`src/rtl/shr_chain_prog.sv`:
```
// Serial shift-register chain programmer.
// Drives N_CH parallel DIN lines from one shared SCLK/SYNC pair. Each
// transaction shifts a DATA_W-bit image per chain MSB first, then issues a
// SYNC strobe. The DOUT of each chain can optionally be captured into a
// readback register.
module shr_chain_prog #(
  parameter int DATA_W  = 491,
  parameter int N_CH    = 2,
  parameter int DIV_W   = 8,
  parameter int SYN_LEN = 2
) (
  input  logic                   clk_in,
  input  logic                   rst_n,
  input  logic                   trig,
  input  logic                   dump,
  input  logic [1:0]             clr_mode,
  input  logic [DIV_W-1:0]       div,
  input  logic [N_CH-1:0]        ch_en,
  input  logic [N_CH*DATA_W-1:0] data_reg,
  input  logic [N_CH-1:0]        dout,
  output logic                   sclk,
  output logic [N_CH-1:0]        din,
  output logic                   syn,
  output logic [N_CH*DATA_W-1:0] rd_data,
  output logic                   busy,
  output logic                   done,
  output logic                   out_en,
  output logic                   clk_out_en
);

  // The bit counter is shared between SHIFT (data bits) and SYNC (half-periods).
  localparam int CNT_SPAN = (DATA_W > 2 * SYN_LEN) ? DATA_W : 2 * SYN_LEN;
  localparam int CNT_W    = (CNT_SPAN > 2) ? $clog2(CNT_SPAN) : 1;

  typedef enum logic [2:0] {
    S_IDLE  = 3'd0,
    S_LOAD  = 3'd1,
    S_SHIFT = 3'd2,
    S_SYNC  = 3'd3,
    S_DONE  = 3'd4
  } state_t;

  state_t state_q, state_d;

  // Trigger synchroniser and edge-detect history
  logic trig_s1_q, trig_s2_q, trig_s3_q;
  logic trig_rise;

  // Timing counters and shift clock
  logic [DIV_W-1:0] cnt_q, cnt_d;
  logic [CNT_W-1:0] bcnt_q, bcnt_d;
  logic             sclk_q, sclk_d;

  // Per-transaction configuration
  logic [DIV_W-1:0] div_q, div_d;
  logic [N_CH-1:0]  en_q, en_d;
  logic             dump_q, dump_d;
  logic [1:0]       mode_q, mode_d;

  // Shift, capture and readback storage
  logic [N_CH-1:0][DATA_W-1:0] sh_q, sh_d;
  logic [N_CH-1:0][DATA_W-1:0] cap_q, cap_d;
  logic [N_CH*DATA_W-1:0]      rd_q, rd_d;

  logic tick;
  logic sclk_fall;

  // Image selection for one channel according to the clear mode.
  function automatic logic [DATA_W-1:0] src_word(input logic [1:0] mode,
                                                 input logic [DATA_W-1:0] img);
    logic [DATA_W-1:0] w;
    case (mode)
      2'b00:   w = img;
      2'b10:   w = '1;
      default: w = '0;
    endcase
    return w;
  endfunction

  assign trig_rise = trig_s2_q & ~trig_s3_q;
  // One divider period has elapsed when the counter reaches the latched div.
  assign tick      = (cnt_q == div_q);
  assign sclk_fall = tick & sclk_q;
  assign rd_data   = rd_q;

  // State register
  always_ff @(posedge clk_in or negedge rst_n) begin
    if (!rst_n) begin
      state_q <= S_IDLE;
    end else begin
      state_q <= state_d;
    end
  end

  // Next-state logic; trigger edges outside IDLE are simply dropped
  always_comb begin
    state_d = state_q;
    case (state_q)
      S_IDLE:  if (trig_rise) state_d = S_LOAD;
      S_LOAD:  state_d = S_SHIFT;
      S_SHIFT: if (sclk_fall && (bcnt_q == '0)) state_d = S_SYNC;
      S_SYNC:  if (tick && (bcnt_q == '0)) state_d = S_DONE;
      S_DONE:  state_d = S_IDLE;
      default: state_d = S_IDLE;
    endcase
  end

  // Outputs decoded from state; din is gated so idle/sync/disabled lines sit at 0
  always_comb begin
    busy       = (state_q != S_IDLE);
    done       = (state_q == S_DONE);
    out_en     = (state_q == S_SHIFT);
    clk_out_en = (state_q == S_SHIFT);
    syn        = (state_q == S_SYNC);
    sclk       = sclk_q;
    din        = '0;
    if (state_q == S_SHIFT) begin
      for (int c = 0; c < N_CH; c++) begin
        din[c] = en_q[c] & sh_q[c][DATA_W-1];
      end
    end
  end

  // Datapath next-state: divider, bit counter, shifting, capture and readback
  always_comb begin
    cnt_d  = cnt_q;
    bcnt_d = bcnt_q;
    sclk_d = sclk_q;
    div_d  = div_q;
    en_d   = en_q;
    dump_d = dump_q;
    mode_d = mode_q;
    sh_d   = sh_q;
    cap_d  = cap_q;
    rd_d   = rd_q;
    case (state_q)
      S_IDLE: begin
        cnt_d  = '0;
        bcnt_d = '0;
        sclk_d = 1'b0;
        if (trig_rise) begin
          div_d  = div;
          en_d   = ch_en;
          dump_d = dump;
          mode_d = clr_mode;
        end
      end
      S_LOAD: begin
        cnt_d  = '0;
        bcnt_d = CNT_W'(DATA_W - 1);
        sclk_d = 1'b0;
        for (int c = 0; c < N_CH; c++) begin
          sh_d[c] = src_word(mode_q, data_reg[c*DATA_W +: DATA_W]);
        end
      end
      S_SHIFT: begin
        if (tick) begin
          cnt_d  = '0;
          sclk_d = ~sclk_q;
          if (!sclk_q) begin
            // Rising sclk: sample the returned bit, first bit ends up at MSB
            for (int c = 0; c < N_CH; c++) begin
              cap_d[c] = {cap_q[c][DATA_W-2:0], dout[c]};
            end
          end else begin
            // Falling sclk: present the next bit
            for (int c = 0; c < N_CH; c++) begin
              sh_d[c] = {sh_q[c][DATA_W-2:0], 1'b0};
            end
            if (bcnt_q == '0) begin
              bcnt_d = CNT_W'(2 * SYN_LEN - 1);
            end else begin
              bcnt_d = bcnt_q - CNT_W'(1);
            end
          end
        end else begin
          cnt_d = cnt_q + DIV_W'(1);
        end
      end
      S_SYNC: begin
        sclk_d = 1'b0;
        if (tick) begin
          cnt_d = '0;
          if (bcnt_q != '0) begin
            bcnt_d = bcnt_q - CNT_W'(1);
          end
        end else begin
          cnt_d = cnt_q + DIV_W'(1);
        end
      end
      S_DONE: begin
        cnt_d  = '0;
        bcnt_d = '0;
        sclk_d = 1'b0;
        for (int c = 0; c < N_CH; c++) begin
          if (dump_q && en_q[c]) begin
            rd_d[c*DATA_W +: DATA_W] = cap_q[c];
          end
        end
      end
      default: begin
        cnt_d  = '0;
        bcnt_d = '0;
        sclk_d = 1'b0;
      end
    endcase
  end

  // Control registers, synchroniser and readback, cleared by reset
  always_ff @(posedge clk_in or negedge rst_n) begin
    if (!rst_n) begin
      trig_s1_q <= 1'b0;
      trig_s2_q <= 1'b0;
      trig_s3_q <= 1'b0;
      cnt_q     <= '0;
      bcnt_q    <= '0;
      sclk_q    <= 1'b0;
      div_q     <= '0;
      en_q      <= '0;
      dump_q    <= 1'b0;
      mode_q    <= 2'b00;
      rd_q      <= '0;
    end else begin
      trig_s1_q <= trig;
      trig_s2_q <= trig_s1_q;
      trig_s3_q <= trig_s2_q;
      cnt_q     <= cnt_d;
      bcnt_q    <= bcnt_d;
      sclk_q    <= sclk_d;
      div_q     <= div_d;
      en_q      <= en_d;
      dump_q    <= dump_d;
      mode_q    <= mode_d;
      rd_q      <= rd_d;
    end
  end

  // Shift and capture storage; always reloaded before use, so no reset
  always_ff @(posedge clk_in) begin
    sh_q  <= sh_d;
    cap_q <= cap_d;
  end

endmodule

```
`config.mk`:
```
export PLATFORM = sky130hd
export DESIGN_NAME = shr_chain_prog
export DESIGN_NICKNAME = d
export VERILOG_FILES = /design/src/rtl/shr_chain_prog.sv
export SDC_FILE = /design/constraint.sdc
export NUM_CORES = 2
export LEC_CHECK = 0
export ABC_CLOCK_PERIOD_IN_PS = 110700
export BUFFER_PORTS_ARGS = -buffer_cell sky130_fd_sc_hd__buf_2
export CORE_AREA = 5 5 771 773
export DETAILED_ROUTE_END_ITERATION = 16
export DIE_AREA = 0 0 776 778
export PLACE_DENSITY = 0.39
export SYNTH_ARGS = -nofsm -noshare
export SYNTH_HDL_FRONTEND = slang
export SYNTH_SLANG_ARGS = --single-unit
```
`constraint.sdc`:
```
create_clock -name clk_in -period 110.7 [get_ports clk_in]
set_input_delay 22.14 -clock clk_in [delete_from_list [all_inputs] [get_ports clk_in]]
set_output_delay 22.14 -clock clk_in [all_outputs]
set_load 0.05 [all_outputs]
```
==> impl_results.md <==
* Dominant cells by area after synthesis: edfxtp_1 (52%), dfrtp_1 (22%), mux2_2 (9.3%)
* Chip width at between 700 and 800 µm
* Async SR Flop Fraction at 34.16%
* Initial Util at about a fifth
* Max-slew headroom at between 20% and 30%
* CP max FO at slightly below 80
* IO buf count at about 2000
* Root buf cell: clkbuf_16
* Skew-Pair Late Insertion Delay at between 900 and 1000 ps
* Seq/Total Area, Yosys at about three quarters
* Static Leak at between 50 and 60 nW
* Simple-gate portion of the synthesized area at approximately 6.8%
* Fill cells at between 60000 and 70000
* DRC Markers at 0
* Yosys top cell by area: edfxtp_1
* Worst setup SP type: flop
* Crit share post-route at around 23%
* Share of cells above drive strength 1 at a little over a third
* Initial antenna violation count at between 300 and 400
* CTS tree: yes
* Syn Std Cell Area at ~110000 µm²
* Slew Viols, Final at 0
* Mean Syn Cell Area at around 15 µm²
* Vias per cell at between 3 and 4
* Post-DRT Antenna Nets at 0
* Mapped Cells at around 7600
* Commonest cells post-synth: edfxtp_1 (1964), dfrtp_1 (1019), nor2_1 (998), nand2_1 (988), o31ai_1 (987)
* Iteration-0 DRC Markers at 4771
* Ys Warns at 0
* H-tree depth at 5
* XOR/XNOR Fraction of Synth Area at less than 1%
* Outcome: complete, no violations
* Crit end category: output port
* RSZ-0062 raised after global routing: false
* Via count at ~70000
* Largest family of logic cells by synthesized area: multiplexers
* Total negative slack at 0 ps
* Area Growth Syn to Fin at 26.73%
* CP required at just under 90000 ps
* Max Cap Violations at 0
* All-Layer GR Usage at between 10% and 20%
* Number of global-route vias before repair at around 70000
* Worst vdd ir at ~0.014 mV
* Most used DFF post-synth: edfxtp_1
* Post-cts sizing count at 0
* First-pass GRT wire length at around 560000 µm
* Mux cell area share after synthesis at a little under 10%
* Hold Crit Class: reg -> reg
* Final setup violation count at 0
* Most frequent cell after synthesis: edfxtp_1
* Critical path class: reg -> out
* Fin worst setup slack at 85380 ps
* Pwr dens at about 17 nW/µm²
* Worst-Margin Slew at 1186 ps
* Post-synthesis adder-cell area fraction at less than 1%
* Fin nets at 10494
* Post-synth EDFFs at between 1500 and 2000
* Post-CTS Setup Bufs at 0
* Final min period at 25320 ps
* DRT Wirelength at 407500 µm
* Syn Nets at ~8600
* Synthesis-stage register bit count at 2983
* Hold buffers post-CTS at 0
* Core area at around 590000 µm²
* Clk sinks at between 2000 and 3000
* Clock-pin transition on the worst setup and hold timing paths at around 60 ps
* Die area at roughly 600000 µm²
* Ports at approximately 2000
* Num CTS Buffers at ~360
* RePlAce Congestion at about 0.8
* Die height at 778 µm
* Clk buf depth at 4
* Congestion Overflow GR at 0
* Fmax at 39.50 MHz
* Post-synthesis compound-gate area fraction at under 10%
* Cell total after placement at around 17000
* Clock skew at about 130 ps
* Initial DRT Pass Iterations at 5
* Final HPWL DP at around 290000 µm
* CP arrival at ~3200 ps
* Final std cells w/o fill at between 15000 and 20000
* Cell Area, Placed at roughly 130000 µm²
* Routed WL per cell at approximately 23 µm
* Final hold vios at 0
* Yosys cell types at 50
* Row count at 282
* Pin count of the biggest net entering global routing at roughly 180
* DP Worst Slack at about 85000 ps
* Synth top area share at around half
* Post-route cell area at 143900 µm²
==> cells in the final DEF (no fill, tap or decap), types with 4 or more instances in the layout <==
cell type,Yosys,layout
clkinv_16,0,18
clkinv_8,0,4
inv_6,0,4
buf_2,176,1988
edfxtp_1,1964,1964
xor2_1,12,12
buf_12,0,11
clkinv_2,0,47
bufinv_16,0,19
o31ai_1,987,984
clkbuf_8,0,44
nor2_1,998,998
and3_1,7,7
clkinvlp_4,0,4
buf_4,1,103
clkinv_1,0,52
inv_16,0,4
clkbuf_1,341,100
clkbuf_16,0,356
dfrtp_1,1019,1017
nand2_1,988,988
mux2_4,11,11
diode_2,0,87
mux2_2,939,939
mux2_1,47,47
==> per-layer routing <==
metal  part of all wire (%)  vias to the layer above  global-route usage (%)
met2                     47                     2325                   20.97
met3                    9.4                      904                   5.098
met1                     40                    35482                   15.51
met5                  0.097                        -                       0
li1                       -                    31737                       -
met4                    3.2                       62                   3.753
==> cells by family (layout without fill, tap and decap cells) <==
group | after synthesis | count (layout)
muxes | 997 | 997
adders and majority gates | 2 | 2
AOI/OAI and AO/OA | 1006 | 1006
xor gates and xnor gates | 15 | 15
DFF | 2983 | 2983
buffers and inverters | 556 | 2761
other | 0 | 87
and+or+nand+nor | 2025 | 2025
==> metrics by stage <==
stage                     total power, W  utilization (%)  hold slack (ps)
final                           0.002517            24.50            359.3
after floorplan                 0.001327                -            331.2
after CTS                       0.002567            24.46            361.0
after global placement          0.001366            22.48            358.9
after detailed placement        0.001366            22.48            349.1
after global routing            0.002625            24.48            370.9
==> worst paths after layout <==
path / cells after the start / startpoint / slack, ps / endpoint
worst min register to register: 0 / cap_q[906] / 360 / cap_q[907]
min in group asynchronous: 1 / rst_n / 21120 / rd_data[165]
worst max register to register: 13 / state_q[2] / 102860 / sh_q[81]
worst min-delay path: 0 / cap_q[906] / 360 / cap_q[907]
worst max-delay path: 5 / state_q[2] / 85380 / din[1]
max in group asynchronous: 5 / rst_n / 85940 / rd_data[454]
==> sequential cells by signal (all words and copies together), names as in the netlist <==
name / cells
bcnt_q: 9
cap_q: 982
cnt_q: 8
div_q: 8
dump_q: 1
en_q: 2
mode_q: 2
rd_data: 982
sclk: 1
sh_q: 982
state_q: 3
trig_s1_q: 1
trig_s2_q: 1
trig_s3_q: 1
==> report_power, final <==
group / total (W) / internal [W] / switching, W
registers: 0.00120 / 0.00119 / 0.00000489
clock network: 0.00118 / 0.000673 / 0.000503
logic: 0.000143 / 0.0000423 / 0.000100
total: 0.00252 / 0.00191 / 0.000608
==> cell type report <==
| cell class | instances | area (µm²) | area share (%) |
|---|---|---|---|
| sequential | 2983 | 84480 | 58.70 |
| multi-input combinational | 4045 | 26810 | 18.63 |
| timing repair buffer | 2103 | 10960 | 7.614 |
| clock buffer | 500 | 9889 | 6.871 |
| tap | 7810 | 9772 | 6.790 |
| clock inverter | 154 | 1769 | 1.229 |
| antenna | 87 | 217.7 | 0.1513 |
| inverter | 4 | 22.52 | 0.01565 |
==> worst max-delay path, cell delays in order, from the launching register on <==
cell and delay [ps]:
dfrtp_1 410, and2b_4 330, nand2b_2 180, inv_8 330
and3_1 530, buf_2 390
Note: power is estimated with default switching activity, not from simulation.
